<file path="src/rtl/combo_lock_fsm_pkg.sv">
// Shared types and constants for the combination lock and the LED blinker
// that consumes its complete word.
package combo_lock_fsm_pkg;

  typedef enum logic [1:0] {
    ST_IDLE     = 2'd0,
    ST_ENTRY    = 2'd1,
    ST_UNLOCKED = 2'd2,
    ST_LOCKOUT  = 2'd3
  } lock_state_e;

  localparam logic [7:0] COMPLETE_ON  = 8'hFF;
  localparam logic [7:0] COMPLETE_OFF = 8'h00;

  localparam int DWELL_W = 23;

  // One accepted key-down: sym is only meaningful when bad is clear.
  typedef struct packed {
    logic       vld;
    logic       bad;
    logic [1:0] sym;
  } press_t;

  // Expected button index for press number idx (0 = first, taken from [7:6]).
  function automatic logic [1:0] code_field(input logic [7:0] code, input logic [1:0] idx);
    case (idx)
      2'd0:    return code[7:6];
      2'd1:    return code[5:4];
      2'd2:    return code[3:2];
      default: return code[1:0];
    endcase
  endfunction

endpackage

</file>
<file path="src/rtl/combo_lock_fsm_key_debounce.sv">
// Four-button synchronizer, debouncer and press-event/symbol generator.
module key_debounce
  import combo_lock_fsm_pkg::*;
#(
  parameter int DEBOUNCE_CYCLES = 10000
) (
  input  logic       lock_clk,
  input  logic       lock_rst,
  input  logic [3:0] key,
  output press_t     press
);

  localparam int CW = (DEBOUNCE_CYCLES > 1) ? $clog2(DEBOUNCE_CYCLES) : 1;
  localparam logic [CW-1:0] CNT_LAST = CW'(DEBOUNCE_CYCLES - 1);

  logic [3:0]    sync1, sync2, sync_prev;
  logic [3:0]    deb, deb_prev;
  logic [CW-1:0] cnt;
  logic          armed;
  logic          load;
  logic [1:0]    enc_sym;
  logic          one_hot;

  assign load = (cnt == CNT_LAST) && (sync2 == sync_prev);

  always_comb begin
    enc_sym = 2'd0;
    for (int i = 0; i < 4; i++)
      if (deb[i]) enc_sym = 2'(i);
    one_hot = (deb != 4'd0) && ((deb & (deb - 4'd1)) == 4'd0);
  end

  // armed stays low until a released (all-zero) value has been debounced,
  // so keys held through reset cannot fire an event.
  always_ff @(posedge lock_clk) begin
    if (lock_rst) begin
      sync1     <= '0;
      sync2     <= '0;
      sync_prev <= '0;
      cnt       <= '0;
      deb       <= '0;
      deb_prev  <= '0;
      armed     <= 1'b0;
      press     <= '0;
    end else begin
      sync1     <= key;
      sync2     <= sync1;
      sync_prev <= sync2;
      if (sync2 != sync_prev)
        cnt <= '0;
      else if (cnt != CNT_LAST)
        cnt <= cnt + 1'b1;
      if (load) deb <= sync2;
      if (load && (sync2 == 4'd0)) armed <= 1'b1;
      deb_prev  <= deb;
      press.vld <= armed && (deb != 4'd0) && (deb_prev == 4'd0);
      press.bad <= !one_hot;
      press.sym <= enc_sym;
    end
  end

endmodule

</file>
<file path="src/rtl/combo_lock_fsm.sv">
// Four-press combination lock: compares debounced presses against CODE and
// drives the unlock window / lockout with a single shared dwell counter.
module combo_lock_fsm
  import combo_lock_fsm_pkg::*;
#(
  parameter logic [7:0] CODE            = 8'b00_01_10_11,
  parameter int         DEBOUNCE_CYCLES = 10000,
  parameter int         UNLOCK_CYCLES   = 5000000,
  parameter int         LOCKOUT_CYCLES  = 2000000,
  parameter int         ENTRY_TIMEOUT   = 3000000
) (
  input  logic       lock_clk,
  input  logic       lock_rst,
  input  logic [3:0] key,
  input  logic       relock,
  output logic [7:0] complete,
  output logic [2:0] progress,
  output logic       lockout
);

  localparam logic [DWELL_W-1:0] TO_LAST  = DWELL_W'(ENTRY_TIMEOUT - 1);
  localparam logic [DWELL_W-1:0] UNL_LAST = DWELL_W'(UNLOCK_CYCLES - 1);
  localparam logic [DWELL_W-1:0] LCK_LAST = DWELL_W'(LOCKOUT_CYCLES - 1);

  press_t             press;
  lock_state_e        state, state_nx;
  logic [2:0]         prog_nx;
  logic               mism, mism_nx;
  logic [DWELL_W-1:0] dwell, dwell_nx;
  logic               miss;

  key_debounce #(.DEBOUNCE_CYCLES(DEBOUNCE_CYCLES)) u_key_debounce (
    .lock_clk (lock_clk),
    .lock_rst (lock_rst),
    .key      (key),
    .press    (press)
  );

  // progress doubles as the index of the code field the next press must match
  assign miss = press.bad || (press.sym != code_field(CODE, progress[1:0]));

  always_comb begin
    state_nx = state;
    prog_nx  = progress;
    mism_nx  = mism;
    dwell_nx = dwell + 1'b1;
    case (state)
      ST_IDLE: begin
        dwell_nx = '0;
        if (press.vld) begin
          state_nx = ST_ENTRY;
          prog_nx  = 3'd1;
          mism_nx  = miss;
        end
      end
      ST_ENTRY: begin
        if (press.vld) begin
          dwell_nx = '0;
          if (progress == 3'd3) begin
            state_nx = (mism || miss) ? ST_LOCKOUT : ST_UNLOCKED;
            prog_nx  = 3'd0;
            mism_nx  = 1'b0;
          end else begin
            prog_nx  = progress + 3'd1;
            mism_nx  = mism || miss;
          end
        end else if (dwell == TO_LAST) begin
          state_nx = ST_IDLE;
          prog_nx  = 3'd0;
          mism_nx  = 1'b0;
          dwell_nx = '0;
        end
      end
      ST_UNLOCKED: begin
        if (relock || (dwell == UNL_LAST)) begin
          state_nx = ST_IDLE;
          dwell_nx = '0;
        end
      end
      default: begin
        if (dwell == LCK_LAST) begin
          state_nx = ST_IDLE;
          dwell_nx = '0;
        end
      end
    endcase
  end

  // Status outputs are registered from the next state so they change on the
  // same edge as the state itself.
  always_ff @(posedge lock_clk) begin
    if (lock_rst) begin
      state    <= ST_IDLE;
      progress <= 3'd0;
      mism     <= 1'b0;
      dwell    <= '0;
      complete <= COMPLETE_OFF;
      lockout  <= 1'b0;
    end else begin
      state    <= state_nx;
      progress <= prog_nx;
      mism     <= mism_nx;
      dwell    <= dwell_nx;
      complete <= (state_nx == ST_UNLOCKED) ? COMPLETE_ON : COMPLETE_OFF;
      lockout  <= (state_nx == ST_LOCKOUT);
    end
  end

endmodule
</file>
<file path="config.mk">
export PLATFORM = sky130hd
export DESIGN_NAME = combo_lock_fsm
export DESIGN_NICKNAME = d
export VERILOG_FILES = /design/src/rtl/combo_lock_fsm_pkg.sv /design/src/rtl/combo_lock_fsm_key_debounce.sv /design/src/rtl/combo_lock_fsm.sv
export SDC_FILE = /design/constraint.sdc
export NUM_CORES = 1
export LEC_CHECK = 0
export CORE_ASPECT_RATIO = 1.1
export CORE_MARGIN = 1
export CORE_UTILIZATION = 36
export CTS_CLUSTER_DIAMETER = 200
export DETAILED_ROUTE_END_ITERATION = 16
export PLACE_DENSITY = 0.54
export SLEW_MARGIN = 20
export SYNTH_ARGS = -nofsm -noshare
export SYNTH_HDL_FRONTEND = slang
export SYNTH_SLANG_ARGS = --single-unit
</file>
<file path="constraint.sdc">
create_clock -name lock_clk -period 2.4 [get_ports lock_clk]
set_input_delay 0.48 -clock lock_clk [delete_from_list [all_inputs] [get_ports lock_clk]]
set_output_delay 0.48 -clock lock_clk [all_outputs]
set_load 0.01 [all_outputs]
</file>
# --- Word level (Yosys, flattened, before mapping) ---
# Cells that the tools add are included.
word_totals:
  regBits: 77
  latch_bits: 0
  mem_bits_rw: 0
  rom_bits: 0
  inputBits: 7
  output_inout_bits: 12
  elab_cells: 84
  n_memories: 0
op_classes:
  addsub: 4
  multipliers: 0
  n_div: 0
  magnitude_cmp: 0
  eq_ne: 17
  n_shift: 0
  muxes: 28
  n_bitwise: 1
  n_reduce_logical: 18
ops:
  columns: ["operator", "n"]
  rows:
  - ["23-bit two-way mux", 4]
  - ["23-bit case mux with 3 select lines", 1]
  - ["23-bit by 1-bit adder with 23-bit output, second input constant", 1]
  - ["23-bit by 21-bit == test with 1-bit output, second input constant", 1]
  - ["23-bit by 22-bit == test with 1-bit output, second input constant", 1]
  - ["23-bit == test, second input constant", 1]
  - ["2-bit two-way mux", 8]
  - ["14-bit by 1-bit adder with 14-bit output, second input constant", 1]
  - ["14-bit == test, second input constant", 1]
  - ["14-bit inequality test, second input constant", 1]
  - ["4-bit logical NOT", 3]
  - ["3-bit two-way mux", 4]
  - ["2-bit case mux with 3 select lines", 2]
  - ["2-bit == test, second input constant", 4]
  - ["8-bit two-way mux", 1]
  - ["1-bit two-way mux", 6]
  - ["3-bit case mux with 2 select lines", 1]
  - ["1-bit logical AND", 5]
  - ["4-bit AND", 1]
  - ["2-bit by 1-bit == test with 1-bit output, second input constant", 2]
  - ["4-bit == test", 1]
  - ["2-bit logical NOT", 2]
  - ["4-bit inequality test", 1]
  - ["4-bit nonzero test", 1]
  - ["12 further kinds", 14]

# --- Logic depth before layout (Yosys ltp) ---
# Gate-level depths: netlist of run 1.
depth:
  depth_word: 11
  mapped_depth: 7
  ltp_nobuf: 7

# --- Hierarchy ---
# A second synthesis of run 1 with hierarchy kept.
hier_totals:
  hier_cells: 349
  area_unflattened_um2: 3255.6
by_module_without_submodules:
  columns: ["module", "n_inst", "cells_each", "area_per_inst_um2", "seq_area_each_um2"]
  rows:
  - ["combo_lock_fsm", 1, 207, 1799.2, 620.6]
  - ["key_debounce", 1, 142, 1456.4, 780.7]

# --- Worst setup path after synthesis of run 1 ---
# OpenSTA, ideal clock, no wires.
synth_timing:
  path_type: "register -> register"
  from: "register progress[1]"
  to: "register complete[6]"
  setup_time_ns: 0.087
  arrival_time_ns: 1.809
  t_required_ns: 2.313
  slack_ns: 0.504
  path_stages_with_launch: 8
  path_buffers: 0
  synth_period_minus_slack_ns: 1.896
  path_cell_list: "dfxtp_1 inv_1 ha_1 or4_1 o32ai_1 o21ai_1 a32oi_1 nor4b_2"
synth_via:
  elab_chain_len: 11
  word_cells_on_any_way: 14
  classes_between: "eq/ne (5); mux (6); reduce/logical (3)"
synth_rtl:
  columns: ["element", "line", "rtl"]
  rows:
  - ["start, declared", "combo_lock_fsm.sv:17", "output logic [2:0] progress,"]
  - ["start signal, assigned", "combo_lock_fsm.sv:101", "progress <= prog_nx;"]
  - ["2-bit == test (tied with other cells)", "combo_lock_fsm_pkg.sv:26", "case (idx)"]
  - ["2-bit case mux with 3 select lines", "combo_lock_fsm_pkg.sv:26", null]
  - ["2-bit inequality test", "combo_lock_fsm.sv:40", "assign miss = press.bad || (press.sym != code_field(CODE, progress[1:0]));"]
  - ["1-bit logical OR", "combo_lock_fsm.sv:40", null]
  - ["1-bit logical OR", "combo_lock_fsm.sv:60", "state_nx = (mism || miss) ? ST_LOCKOUT : ST_UNLOCKED;"]
  - ["1-bit two-way mux", "combo_lock_fsm.sv:60", null]
  - ["2-bit two-way mux (*)", "combo_lock_fsm.sv:59", "if (progress == 3'd3) begin"]
  - ["2-bit two-way mux (*)", "combo_lock_fsm.sv:57", "if (press.vld) begin"]
  - ["2-bit case mux with 3 select lines (*)", "combo_lock_fsm.sv:47", "case (state)"]
  - ["2-bit == test (*)", "combo_lock_fsm.sv:104", "complete <= (state_nx == ST_UNLOCKED) ? COMPLETE_ON : COMPLETE_OFF;"]
  - ["8-bit two-way mux (*)", "combo_lock_fsm.sv:104", null]
  - ["end signal, assigned", "combo_lock_fsm.sv:104", null]
  - ["end, declared", "combo_lock_fsm.sv:16", "output logic [7:0] complete,"]
# Every way passes the cells marked *; elsewhere a longest branch is shown, timed or not.
# A chain may end at the register's enable or synchronous reset.

# --- Worst setup path after layout of run 1 ---
layout_timing:
  from: "register dwell[0]"
  to: "register dwell[8]"
layout_via:
  elab_chain_len: 4
  word_cells_on_any_way: 10
  classes_between: "add/sub (1); eq/ne (3); mux (5); reduce/logical (1)"
layout_rtl:
  columns: ["element", "line", "rtl"]
  rows:
  - ["start, declared", "combo_lock_fsm.sv:29", "logic [DWELL_W-1:0] dwell, dwell_nx;"]
  - ["start signal, assigned", "combo_lock_fsm.sv:103", "dwell <= dwell_nx;"]
  - ["23-bit by 1-bit adder with 23-bit output (tied with other cells)", "combo_lock_fsm.sv:46", "dwell_nx = dwell + 1'b1;"]
  - ["23-bit two-way mux / 1-bit logical OR (equally long branches)", "combo_lock_fsm.sv:67, combo_lock_fsm.sv:75", null]
  - ["23-bit two-way mux (on tied branches)", "combo_lock_fsm.sv:57, combo_lock_fsm.sv:75", null]
  - ["23-bit case mux with 3 select lines (*)", "combo_lock_fsm.sv:47", null]
# Marked as above.

==> results of run 1 <==
sequential cells by signal, summed over array words and instances, names as in the netlist:
signal                    cells
progress                      3
u_key_debounce.sync2          4
complete                      1
u_key_debounce.press          4
u_key_debounce.sync1          4
u_key_debounce.sync_prev      4
u_key_debounce.deb_prev       4
mism                          1
u_key_debounce.cnt           14
u_key_debounce.deb            4
state                         2
u_key_debounce.armed          1
lockout                       1
dwell                        23
logic make-up after synthesis:
group	Yosys count	share of synthesized area, %
multiplexers	3	1.00
flip-flops	70	45.0
XOR/XNOR	37	10.4
buffers and inverters	28	4.86
AND/OR/NAND/NOR	172	29.7
AO/OA/AOI/OAI	30	6.67
adder cells (fa/ha/maj)	6	2.41
worst min-delay path by stage:
stage,from,to
2_1_floorplan,u_key_debounce.deb_prev[2],u_key_debounce.press[3]
3_3_place_gp,u_key_debounce.deb_prev[2],u_key_debounce.press[3]
3_5_place_dp,u_key_debounce.deb_prev[3],u_key_debounce.press[3]
4_1_cts,u_key_debounce.deb_prev[3],u_key_debounce.press[3]
5_1_grt,u_key_debounce.deb_prev[2],u_key_debounce.press[3]
6_report,u_key_debounce.deb_prev[3],u_key_debounce.press[3]
metrics by stage:
stage / instances / area [µm²] / hold WS (ns)
global placement: 465 / 3390 / 0.393
global route: 481 / 3610 / 0.435
floorplan: 346 / 3120 / 0.373
detailed placement: 465 / 3390 / 0.397
finish: 481 / 3610 / 0.400
CTS: 481 / 3610 / 0.408
synthesized netlist by cell type, drive strengths merged, types with 3 or more instances:
cell,n,area share (%)
nor2b,16,3.2
a21oi,8,1.3
or4,3,0.72
xnor2,15,4.2
nand4,10,2.2
nand3,16,2.6
ha,6,2.4
nand2,19,2.3
nor4,10,2.0
nor2,39,4.9
or2,3,0.60
inv,10,1.2
o21ai,7,1.1
a31oi,3,0.60
nor3,32,5.1
clkbuf,6,0.72
xor2,22,6.2
dfxtp,70,45
and3,8,1.6
buf,12,2.9
layout make-up:
type                            count  area share [%]
Inverter                           10            1.04
Clock buffer                        9            3.43
Multi-Input combinational cell    248            43.3
Clock inverter                      7            2.67
Sequential cell                    70            38.8
Timing Repair Buffer               26            6.87
Tap cell                          111            3.85
critical path, stage by stage, from the launching register on:
cell	delay, ns
dfxtp_1	0.37
ha_1	0.23
nand4_1	0.25
nor4_1	0.50
a21oi_1	0.25
a22oi_4	0.19
buf_12	0.18
nor3_1	0.06
power by group:
group | switching [µW] | total, µW | internal [µW]
Combinational | 33.5 | 60.7 | 27.2
Sequential | 7.82 | 1180 | 1170
Clock | 460 | 1050 | 590
Total | 501 | 2290 | 1790
per-layer routing:
layer | vias to the layer above | share of wire (%) | GRT usage, %
met1 | 1089 | 48 | 18.4
met4 | 0 | 1.8 | 6.58
li1 | 1244 | - | -
met3 | 10 | 4.5 | 4.59
met5 | - | 0 | 0
met2 | 50 | 45 | 23.3
==> metrics.txt, run 1 <==
multi-input logic area=1560 µm²; Max Cap Violations=0; register bit count reported by yosys=70; Worst Reg-to-Reg Cells=7; Syn Nets=around 360; Critical Path Source=dwell[0]; final wirelength=roughly 5.9 mm; Rows=35; r2r startpoint=dwell[0]; Tcrit/Tclk final=between 90% and 100%; setup bufs post-CTS=0; Port Buf Inserts=18; Leakage=0.00128 µW; Crit Reg-Reg Endpoint=dwell[8]; layout cell share with drive strength beyond 1=under 10%; VDD IR-drop max=0.242 mV; pre-CTS setup slack=~0.21 ns; total CTS buffers=9; H-Tree Depth=3; initial antenna violation count=0; Worst EP required=2.61 ns; async set-reset flop share out of synthesis=0%; Hold Path Class=reg -> reg; First-pass DRT Iterations=5; Die ar.=9030 µm²; setup slack after layout=0.225 ns; CTS sink cnt=70; GPL Wtd Cong=0.769; Ports=19; fill count=832; fin util=between 40% and 50%; CTS root buffer=clkbuf_8; Congestion Overflow GR=0; register area=1400 µm²; hold path depth=1; Skew-Pair Late Insertion Delay=0.35 ns; Inserted Diodes=0; antenna viol nets, final=0; WL/cell=12.4 µm; r2r setup slk=0.22 ns; Worst setup endpoint=dwell[8]; EDFF count, synth=0; Syn Std Cell Area=3120 µm²; area grow syn2layout=15.8%; Final setup violation count=0; crit-path max FO=22; clock buffer depth=2; unrepaired setup endpoints after global routing=no; syn_area_per_cell=9.00 µm²; NumNets Final=378; Vert. Die Dim=99.6 µm; Ys Warns=0; total number of vias=~2400; Overall Power=2290 µW; Pwr Density=around 630 nW/µm²; largest net degree at the start of global routing=51; Die X=90.7 µm; setup tns final=0 ns; Fmax=460 MHz; library cells used by synthesis=between 40 and 50; max-slew violation count=0; Reg clk slew, reported paths=0.07 ns; commonest non-fill, non-tap cells in the layout=dfxtp_1, nor2_1, nor3_1; clk_skew=approximately 0.010 ns; total core area=8410 µm²; crit start category=register; Arrival @ worst endpoint=2.38 ns; CP endpoint kind=register; Initial Utilization=~37%; Mapped Cells=346; CTS tree=yes; Post-CTS Resized=0; DRT iter0 DRCs=103; minimum clock period=between 2 and 2.5 ns; Final Hold Viols=0; worst slew margin relative to its limit=65.3%; status=finished clean; Total GRT Usage=14.7%; vias in the first global route=2341; register area share after synthesis=around 45%; WS Path Type=reg -> reg; Hold-fix buffers, CTS=0; Residual DRC=0; most common cell after layout, fill and taps aside=dfxtp_1; first-pass GRT wire length=10.5 mm; dominant synthesized flop cell=dfxtp_1; Slew @ Worst Pin=0.521 ns; via/cell ratio=between 4 and 5; dpl hpwl=4.20 mm
(Power assumes the default switching activity.)
==> run 2, diff against run 1 <==
--- a/config.mk
+++ b/config.mk
@@ -5,12 +5,14 @@
 export SDC_FILE = /design/constraint.sdc
 export NUM_CORES = 1
 export LEC_CHECK = 0
+export ABC_CLOCK_PERIOD_IN_PS = 2400
 export CORE_ASPECT_RATIO = 1.1
 export CORE_MARGIN = 1
 export CORE_UTILIZATION = 36
 export CTS_CLUSTER_DIAMETER = 200
 export DETAILED_ROUTE_END_ITERATION = 16
 export PLACE_DENSITY = 0.54
+export RECOVER_POWER = 50
 export SLEW_MARGIN = 20
 export SYNTH_ARGS = -nofsm -noshare
 export SYNTH_HDL_FRONTEND = slang
==> run 2 against run 1 <==
Net effect:
- setup slack about the same
- first-iteration DRC count is 13% higher
- clock power barely moved
- combinational power decreased by 5.1%
- sequential power is essentially flat
- critical path depth unchanged
- non-clock buffer count unchanged
- via count is the same
- count of clock-buffer cells in the layout unchanged
- total power is 0.11% lower
- fmax about the same
- largest cell class unchanged
- highest routed layer unchanged
==> metrics.txt, run 2 (synthesis results as in run 1) <==
minimum clock period=2.18 ns; CTS sink cnt=70; Worst EP required=2.61 ns; max reg flops=23; Inserted Diodes=0; clock buffer depth=2; fill count=roughly 830; Skew-Pair Late Insertion Delay=0.35 ns; first-pass GRT wire length=around 11 mm; WL/cell=12.4 µm; setup tns final=0 ns; total core area=8410 µm²; Vert. Die Dim=99.6 µm; commonest non-fill, non-tap cells in the layout=dfxtp_1, nor2_1, nor3_1; clk_skew=0.00988 ns; Fmax=460 MHz; final hold slack=0.400 ns; Rows=35; H-Tree Depth=3; Die X=90.7 µm; Final Hold Viols=0; Hold-fix buffers, CTS=0; Ports=19; Tcrit/Tclk final=90.6%; setup slack after layout=0.225 ns; CTS root buffer=clkbuf_8; register area=roughly 1400 µm²; Congestion Overflow GR=0; area grow syn2layout=15.5%; status=finished clean; Initial Utilization=around 37%; largest net degree at the start of global routing=51; Post-Layout Cell Count=481; WS Path Type=reg -> reg; Final setup violation count=0; NumNets Final=roughly 380; GPL Wtd Cong=0.769; Residual DRC=0; Port Buf Inserts=18; unrepaired setup endpoints after global routing=no; worst slew margin relative to its limit=about two thirds; pre-CTS setup slack=0.209 ns; Post-CTS Resized=0; CP endpoint kind=register; total number of vias=2393; CTS tree=yes; VDD IR-drop max=around 0.24 mV; total CTS buffers=9; initial antenna violation count=0; dpl hpwl=4.20 mm; Max Cap Violations=0; Slew @ Worst Pin=roughly 0.52 ns; Pwr Density=636 nW/µm²; Cells after DPL=465; Hold Path Class=reg -> reg; most common cell after layout, fill and taps aside=dfxtp_1; largest registers=dwell x23, u_key_debounce.cnt x14; vias in the first global route=roughly 2300; Top reg by flops=dwell; crit start category=register; final wirelength=between 5 and 6 mm; DRT iter0 DRCs=116; Reg clk slew, reported paths=about 0.07 ns; via/cell ratio=4.98; Leakage=0.00130 µW; crit-path max FO=22; Total GRT Usage=between 10% and 20%; First-pass DRT Iterations=5; setup bufs post-CTS=0; max-slew violation count=0; antenna viol nets, final=0; Arrival @ worst endpoint=2.38 ns; layout cell share with drive strength beyond 1=8.38%; multi-input logic area=1560 µm²; Die ar.=9030 µm²
==> run 2: changes by cell type in the layout (fill, tap and decap cells not counted) <==
| cell | delta |
|---|---|
| buf_4 | -3 |
| clkdlybuf4s50_1 | -9 |
| dlygate4sd3_1 | +9 |
| clkbuf_1 | +3 |
==> run 2: cell type report <==
type / instances / share of cell area (%)
Clock buffer: 9 / 3.44
Clock inverter: 7 / 2.68
Sequential cell: 70 / 39.0
Multi-Input combinational cell: 248 / 43.4
Tap cell: 111 / 3.86
Timing Repair Buffer: 26 / 6.57
Inverter: 10 / 1.04
==> run 2: per-layer routing <==
| metal | share of wire [%] | routed length [µm] | vias up | track usage, % |
|---|---|---|---|---|
| met1 | 48 | 2850 | 1091 | 18.4 |
| met5 | 0 | 0 | - | 0 |
| li1 | - | - | 1243 | - |
| met2 | 46 | 2720 | 49 | 23.3 |
| met4 | 1.8 | 106 | 0 | 6.58 |
| met3 | 4.7 | 281 | 10 | 4.59 |
==> run 2: path summary, 6_finish.rpt <==
| check | from | to | slack (ns) | depth (start not counted) |
|---|---|---|---|---|
| worst max-delay path | dwell[0] | dwell[8] | 0.22 | 7 |
| worst min-delay path | u_key_debounce.deb_prev[3] | u_key_debounce.press[3] | 0.40 | 1 |
| worst max register to register | dwell[0] | dwell[8] | 0.22 | 7 |
| worst min register to register | u_key_debounce.deb_prev[3] | u_key_debounce.press[3] | 0.40 | 1 |
==> run 2: critical path, cell delays in order, from the launching register on <==
cell and delay, ns:
dfxtp_1 0.37, ha_1 0.23, nand4_1 0.25, nor4_1 0.50, a21oi_1 0.25, a22oi_4 0.19, buf_12 0.18, nor3_1 0.06
==> run 2: per-stage QoR <==
stage	util (%)	cell area, µm²	total power (µW)
floorplan	-	3120	1240
global placement	40.3	3390	1270
detailed placement	40.3	3390	1270
CTS	42.9	3610	2340
global route	42.8	3600	2400
finish	42.8	3600	2290
==> run 2: power breakdown <==
part           leakage [µW]  total [µW]  internal, µW  switching, µW
clock              0.000114        1050           590            461
sequential         0.000566        1180          1170           7.74
combinational      0.000617        57.6          23.9           33.7
total               0.00130        2290          1790            502
==> run 3, diff against run 2 <==
--- a/config.mk
+++ b/config.mk
@@ -11,7 +11,7 @@
 export CORE_UTILIZATION = 36
 export CTS_CLUSTER_DIAMETER = 200
 export DETAILED_ROUTE_END_ITERATION = 16
-export PLACE_DENSITY = 0.54
+export PLACE_DENSITY = 0.6
 export RECOVER_POWER = 50
 export SLEW_MARGIN = 20
 export SYNTH_ARGS = -nofsm -noshare
==> run 3 against run 2 <==
Net effect:
- die area did not move
- register-to-register slack improved by 0.04 ns
- hold slack got worse by 0.0046 ns
- critical path type unchanged
- largest cell class unchanged
- largest power group unchanged
==> metrics.txt, run 3 (synthesis results as in run 1) <==
status=finished clean; largest registers=dwell x23, u_key_debounce.cnt x14; DRT iter0 DRCs=75; CTS tree=yes; Rows=35; first-pass GRT wire length=10.4 mm; WS Path Type=reg -> reg; commonest non-fill, non-tap cells in the layout=dfxtp_1, nor2_1, nor3_1; Max Cap Violations=0; Fmax=469 MHz; Slowest-stage cell, CP=or4_1; Vert. Die Dim=99.6 µm; fill count=just over 800; CTS root buffer=clkbuf_8; Reg clk slew, reported paths=0.07 ns; dpl hpwl=4.20 mm; crit-path max FO=7; Pwr Density=663 nW/µm²; Cell Chain, Critical Path=or4_1, nor4_1, and2_1, mux2_1; final hold slack=just under 0.4 ns; clk_skew=0.00975 ns; GPL Wtd Cong=around 0.81; max reg flops=23; crit start category=register; setup tns final=0 ns; minimum clock period=2.13 ns; VDD IR-drop max=0.216 mV; multi-input logic area=about 1600 µm²; Hold-fix buffers, CTS=0; Residual DRC=0; Top reg by flops=dwell; Final setup violation count=0; register area=1400 µm²; Slew @ Worst Pin=0.847 ns; H-Tree Depth=3; Ports=19; Tcrit/Tclk final=88.9%; CP endpoint kind=register; Total GRT Usage=14.7%; Die X=90.7 µm; Inserted Diodes=0; Initial Utilization=37.1%; most common cell after layout, fill and taps aside=dfxtp_1; clock buffer depth=2; WL/cell=12.8 µm; largest net degree at the start of global routing=40; Worst EP required=about 2.6 ns; Congestion Overflow GR=0; via/cell ratio=4.98; Die ar.=9030 µm²; Arrival @ worst endpoint=roughly 2.4 ns; area grow syn2layout=16.2%; Skew-Pair Late Insertion Delay=0.34 ns; worst slew margin relative to its limit=a little over two fifths; unrepaired setup endpoints after global routing=no; vias in the first global route=2208; NumNets Final=376; total core area=8410 µm²; total number of vias=2387; initial antenna violation count=0; Port Buf Inserts=18; Final Hold Viols=0; final wirelength=6.12 mm; max-slew violation count=0; antenna viol nets, final=0; Leakage=0.00131 µW; max incr delay on CP=0.54 ns; layout cell share with drive strength beyond 1=under 10%; CTS sink cnt=70; Hold Path Class=reg -> reg; total CTS buffers=9; First-pass DRT Iterations=4
[run 3: worst max-delay path: cells and delay by family (launching register included)]
kind	cells	cell delay (ns)
AND/OR/NAND/NOR	3	1.33
multiplexers	1	0.36
flip-flops	1	0.34
[run 3: layout make-up]
class / count / share of cell area (%)
Sequential cell: 70 / 38.7
Tap cell: 111 / 3.84
Clock inverter: 3 / 2.49
Clock buffer: 13 / 4.39
Multi-Input combinational cell: 248 / 43.3
Inverter: 10 / 1.04
Timing Repair Buffer: 24 / 6.22
[run 3: what timing repair did]
action	CTS	global route
setup buffers	0	0
gates resized for setup	0	1
setup endpoints to repair	0	22
hold endpoints to repair	0	0
[run 3: report_power, final]
group	internal, µW	switching, µW
Combinational	22.1	33.3
Clock	749	416
Sequential	1170	7.63
Total	1940	457
[run 3: path summary, 6_finish.rpt]
check,cells after the start,startpoint,endpoint,slack (ns)
max,4,u_key_debounce.cnt[11],u_key_debounce.deb[0],0.27
min,1,u_key_debounce.deb_prev[3],u_key_debounce.press[3],0.40
max reg2reg,4,u_key_debounce.cnt[11],u_key_debounce.deb[0],0.27
min reg2reg,1,u_key_debounce.deb_prev[3],u_key_debounce.press[3],0.40
[run 3: through the flow]
step	utilization, %	total power [µW]	cells	setup slack [ns]	instance area, µm²
finish	43.1	2400	479	0.267	3620
global route	43.1	2500	479	0.0727	3620
CTS	43.1	2440	479	0.133	3620
detailed placement	40.1	1260	463	0.163	3370
global placement	40.1	1260	463	0.204	3370
floorplan	-	1240	346	0.504	3120
[run 3: metal layers]
metal  routed length, µm  vias to the layer above  global-route usage, %
met3                 186                        7                   4.89
met4                  77                        0                   7.32
met1                3030                     1103                   17.9
met5                   0                        -                      0
met2                2830                       26                   23.2
li1                    -                     1251                      -
